<file path="config.mk">
export PLATFORM = sky130hd
export DESIGN_NAME = fp_sqrt_seq
export DESIGN_NICKNAME = d
export VERILOG_FILES = /design/src/rtl/fp_sqrt_seq.sv
export SDC_FILE = /design/constraint.sdc
export NUM_CORES = 1
export LEC_CHECK = 0
export CAP_MARGIN = 20
export CORE_ASPECT_RATIO = 2
export CORE_MARGIN = 2
export CORE_UTILIZATION = 39
export CTS_CLUSTER_SIZE = 16
export DETAILED_ROUTE_END_ITERATION = 10
export GPL_TIMING_DRIVEN = 0
export PLACE_DENSITY = 0.61
export SYNTH_ARGS = -nofsm -noshare
export SYNTH_HDL_FRONTEND = slang
export SYNTH_SLANG_ARGS = --single-unit
</file>
<file path="constraint.sdc">
create_clock -name CLK -period 4.4 [get_ports CLK]
set_clock_uncertainty 0.2 [all_clocks]
set_input_delay 0.44 -clock CLK [delete_from_list [all_inputs] [get_ports CLK]]
set_output_delay 0.44 -clock CLK [all_outputs]
set_load 0.05 [all_outputs]
</file>
<file path="src/rtl/fp_sqrt_seq.sv">
// fp_sqrt_seq: sequential IEEE-754 single-precision square root, radix-2 restoring recurrence,
// one root bit per clock, fixed 26-clock latency from the accepting edge to done.
module fp_sqrt_seq #(
    parameter logic [31:0] NAN_CODE = 32'h7FC0_0000,
    parameter int          N_ITER   = 25
) (
    input  logic        CLK,
    input  logic        RST,
    input  logic        start,
    input  logic [31:0] A,
    output logic [31:0] result,
    output logic        done,
    output logic        busy,
    output logic        invalid
);
    typedef enum logic [1:0] {IDLE, ITER, PACK} state_t;
    state_t state, state_nx;
    logic [4:0]  cnt;
    logic [49:0] rad;
    logic [25:0] rem;
    logic [24:0] root;
    logic [7:0]  exp_q;
    logic        spec, spec_inv;
    logic [31:0] spec_res;
    logic        acc, ld, last;
    logic        a_zero, a_nan, a_inf, u_spec, u_inv;
    logic [31:0] u_res;
    logic [49:0] u_rad;
    logic [7:0]  u_exp;
    logic [27:0] tri_rem, sub;
    logic        ge, up;

    always_ff @(posedge CLK)
        if (RST) state <= IDLE;
        else     state <= state_nx;

    always_comb begin
        last     = cnt == 5'(N_ITER - 1);
        state_nx = state == IDLE ? (start ? ITER : IDLE) :
                   state == ITER ? (last ? PACK : ITER) : IDLE;
    end

    always_comb begin
        busy = state != IDLE;
        acc  = state == IDLE && start;
        ld   = state == PACK;
    end

    // Classification: denormals flush to signed zero before the sign test, so -denormal gives -0.
    always_comb begin
        a_zero   = A[30:23] == 8'd0;
        a_nan    = A[30:23] == 8'hFF && A[22:0] != 23'd0;
        a_inf    = A[30:23] == 8'hFF && A[22:0] == 23'd0;
        u_spec   = a_zero | a_nan | a_inf | A[31];
        u_inv    = !a_zero && (a_nan || A[31]);
        u_res    = a_zero ? {A[31], 31'd0} : (a_nan || A[31]) ? NAN_CODE : 32'h7F80_0000;
        u_rad    = A[23] ? {2'b01, A[22:0], 25'd0} : {1'b1, A[22:0], 26'd0};
        u_exp    = 8'((9'(A[30:23]) + 9'd127) >> 1);
    end

    always_comb begin
        tri_rem = {rem, rad[49:48]};
        sub     = {1'b0, root, 2'b01};
        ge      = tri_rem >= sub;
        up      = root[0] & ((|rem) | root[1]);
    end

    always_ff @(posedge CLK)
        if (RST) begin
            result   <= '0;
            done     <= 1'b0;
            invalid  <= 1'b0;
            cnt      <= '0;
            rem      <= '0;
            root     <= '0;
            rad      <= '0;
            exp_q    <= '0;
            spec     <= 1'b0;
            spec_inv <= 1'b0;
            spec_res <= '0;
        end else begin
            if (acc) begin
                rad      <= u_rad;
                rem      <= '0;
                root     <= '0;
                cnt      <= '0;
                exp_q    <= u_exp;
                spec     <= u_spec;
                spec_inv <= u_inv;
                spec_res <= u_res;
            end else if (state == ITER) begin
                rad  <= rad << 2;
                rem  <= 26'(ge ? tri_rem - sub : tri_rem);
                root <= {root[23:0], ge};
                cnt  <= cnt + 5'd1;
            end
            done <= ld;
            if (ld) begin
                result  <= spec ? spec_res : {1'b0, exp_q, root[23:1] + 23'(up)};
                invalid <= spec & spec_inv;
            end
        end
endmodule

</file>
==> flow_metrics.env <==
export IMPL_fill_cells=1827
export IMPL_die_area_um2=19800
export IMPL_fin_tns_setup_ns=0
export IMPL_min_period_ns=3.39
export IMPL_worst_slew_pin_slew_ns=0.844
export IMPL_clk_path_buf_depth=2
export IMPL_rows=70
export IMPL_ant_nets=0
export IMPL_dpl_hpwl_mm=17.9
export IMPL_io_buffers=68
export IMPL_max_stage_delay_ns=0.52
export IMPL_yosysMostFrequentCell="nor2_1"
export IMPL_maxCapViolCount=0
export IMPL_r2r_setup_slack_ns=1.01
export IMPL_drcViolationCount=0
export IMPL_cts_resized=0
export IMPL_final_hold_violation_count=0
export IMPL_grt_pass1_wl_mm=35.5
export IMPL_cpLargestDelayFamily="compound AO/OA/AOI/OAI gates"
export IMPL_ff_latch_area_um2=2580
export IMPL_hold_class="flip-flop to flip-flop"
export IMPL_stdcell_area_um2=8830
export IMPL_outcome="completed"
export IMPL_critPathCaptureType="flip-flop"
export IMPL_gp_congestion=0.930
export IMPL_p_leak_nw=3.43
export IMPL_yosys_top_cells_area="dfxtp_1 36%, nor2_1 7.1%, ha_1 5.7%"
export IMPL_first_global_vias=6982
export IMPL_synth_top_family_by_area="simple AND/OR/NAND/NOR gates"
export IMPL_yosysTopAreaCell="dfxtp_1"
export IMPL_path_clk_slew_ns=0.07
export IMPL_drtIter0Drc=294
export IMPL_crit_type="flip-flop to flip-flop"
export IMPL_yosysTopAreaCellShare_pct=35.6
export IMPL_synthCells=924
export IMPL_synthFlopType="dfxtp_1"
export IMPL_vias=6994
export IMPL_drv_slew=0
export IMPL_fin_nets=1080
export IMPL_arrival_ns=3.47
export IMPL_diodes=0
export IMPL_synth_mux_area_share_pct=4.14
export IMPL_placed_cell_area_um2=8220
export IMPL_synth_seq_area_share_pct=35.6
export IMPL_ir_worst_vdd_uv=278
export IMPL_cp_data_required_time_ns=4.48
export IMPL_setup_viol=0
export IMPL_die_w_um=100
export IMPL_clockRootBuffer="clkbuf_16"
export IMPL_htreeDepth=4
export IMPL_clkSinkCount=129
export IMPL_die_y_um=197
export IMPL_core_area_um2=18300
export IMPL_syn_area_um2=7260
export IMPL_power_density_nw_per_um2=436
export IMPL_post_drt_wl_per_cell_um=18.4
export IMPL_synth_common_cells="137 x nor2_1, 129 x dfxtp_1, 98 x nand2_1"
export IMPL_boundaryPins=70
export IMPL_layout_drive_gt1_share_pct=4.68
export IMPL_relSlewSlack_pct=43.3
export IMPL_multi_input_area_um2=4270
export IMPL_first_pass_iters=5
export IMPL_synth_simple_gate_area_share_pct=22.2
export IMPL_timing_final_crit_share_pct=77.0
export IMPL_synth_edf_count=0
export IMPL_area_growth_pct=21.8
export IMPL_totalWireLength_mm=22.8
export IMPL_clkLatencyLatePin_ns=0.43
export IMPL_cp_num_buf_inv=2
export IMPL_synth_compound_area_share_pct=21.2
export IMPL_holdWs_ns=0.251
export IMPL_cts_setup_buffers=0
export IMPL_via_per_inst=5.64
export IMPL_antenna_found_initial=0
export IMPL_slowest_stage="or4b_1"
export IMPL_synth_xor_area_share_pct=5.55
export IMPL_syn_nets=992
export IMPL_gr_total_overflow=0
export IMPL_numCtsBuffers=17
export IMPL_startpoint_type="flip-flop"
export IMPL_cts_hold_buffers=0
export IMPL_yosys_area_share_adder_pct=5.69
export IMPL_synth_seq_cells=129
export IMPL_syn_avg_cell_area_um2=7.85
export IMPL_fin_ws_ns=1.01
export IMPL_initial_core_util_pct=39.6
export IMPL_ys_async_sr_fraction_pct=0
export IMPL_crit_fanout=10
export IMPL_rsz0062_at_grt="false"
export IMPL_dp_slack_ns=1.07
export IMPL_path_cells="inv_1 > ha_1 > a21o_1 > and4_4 > o32ai_2 > or4b_1 > o21ai_4 > buf_4 > nor2_1 > a211oi_1 > nor3_1"
export IMPL_yosysWarnings=0
export IMPL_grt_max_degree=17
export IMPL_cts_tree="done"
export IMPL_grt_total_usage_pct=23.5
export IMPL_synth_cell_type_count=58
export IMPL_fmax_mhz=295
==> per-stage QoR <==
stage	util, %	power, mW	instances
5_1_grt	48.3	4.02	1241
6_report	48.3	3.85	1241
2_1_floorplan	-	2.05	924
3_5_place_dp	44.9	2.36	1209
4_1_cts	48.3	3.86	1241
3_3_place_gp	44.8	2.36	1208
==> placed cells by master, fill, tap and decap left out, types with 13 or more instances in the layout <==
cell type,Yosys,routed
a211oi_1,17,17
a21o_1,15,15
a21oi_1,82,82
a221oi_1,22,22
a22oi_1,16,16
clkbuf_1,49,50
clkbuf_16,0,17
clkdlybuf4s50_1,0,68
dfxtp_1,129,129
ha_1,33,33
inv_1,40,40
mux2i_1,30,30
nand2_1,98,98
nand3_1,23,23
nand4_1,13,13
nor2_1,137,137
nor3_1,19,19
nor4_1,15,15
o21ai_0,25,25
xnor2_1,32,32
xor2_1,14,14
==> layer usage <==
metal	vias up	GRT usage (%)	wire, um
met5	-	0	0
met4	0	15.5	1450
met3	71	3.12	591
met2	182	45.9	12800
met1	3282	21.8	7970
li1	3459	-	-
==> layout make-up <==
class                           instances  share of cell area [%]
Clock buffer                           19                    5.01
Tap cell                              216                    3.06
Sequential cell                       129                    29.2
Timing Repair Buffer                   69                    7.82
Clock inverter                         13                    1.98
Inverter                               40                    1.70
Multi-Input combinational cell        694                    48.3
Buffer                                 61                    2.89
==> logic make-up (layout without fill, tap and decap cells) <==
kind of cell,count (synthesis),count (layout)
flops,129,129
compound gates,231,231
buf+inv,101,202
fa+ha+maj,33,33
simple gates,354,354
mux,30,30
xor+xnor,46,46
==> sequential cells by signal, summed over array words and instances (netlist names) <==
| name | count |
|---|---|
| cnt | 5 |
| done | 1 |
| exp_q | 8 |
| invalid | 1 |
| rad | 25 |
| rem | 26 |
| result | 32 |
| root | 25 |
| spec | 1 |
| spec_res | 3 |
| state | 2 |
==> final timing paths <==
check        cells past startpoint                   from                    end
max                             11  root[19]$_SDFFE_PP0P_    rem[8]$_SDFFE_PP0P_
min                              2  exp_q[6]$_SDFFE_PP0P_  exp_q[6]$_SDFFE_PP0P_
max reg2reg                     11  root[19]$_SDFFE_PP0P_    rem[8]$_SDFFE_PP0P_
min reg2reg                      2  exp_q[6]$_SDFFE_PP0P_  exp_q[6]$_SDFFE_PP0P_
==> where the power goes <==
group / internal, mW / switching (mW) / leakage (nW)
registers: 1.22 / 0.0487 / 1.05
logic: 0.422 / 0.666 / 2.08
clock network: 0.918 / 0.579 / 0.301
total: 2.56 / 1.29 / 3.43
==> tightest hold or removal path, stage by stage, from the launching register on <==
cell	delay (ns)
dfxtp_1	0.31
nand2_1	0.05
a21oi_1	0.05
Power figures use the tool's default switching activity.
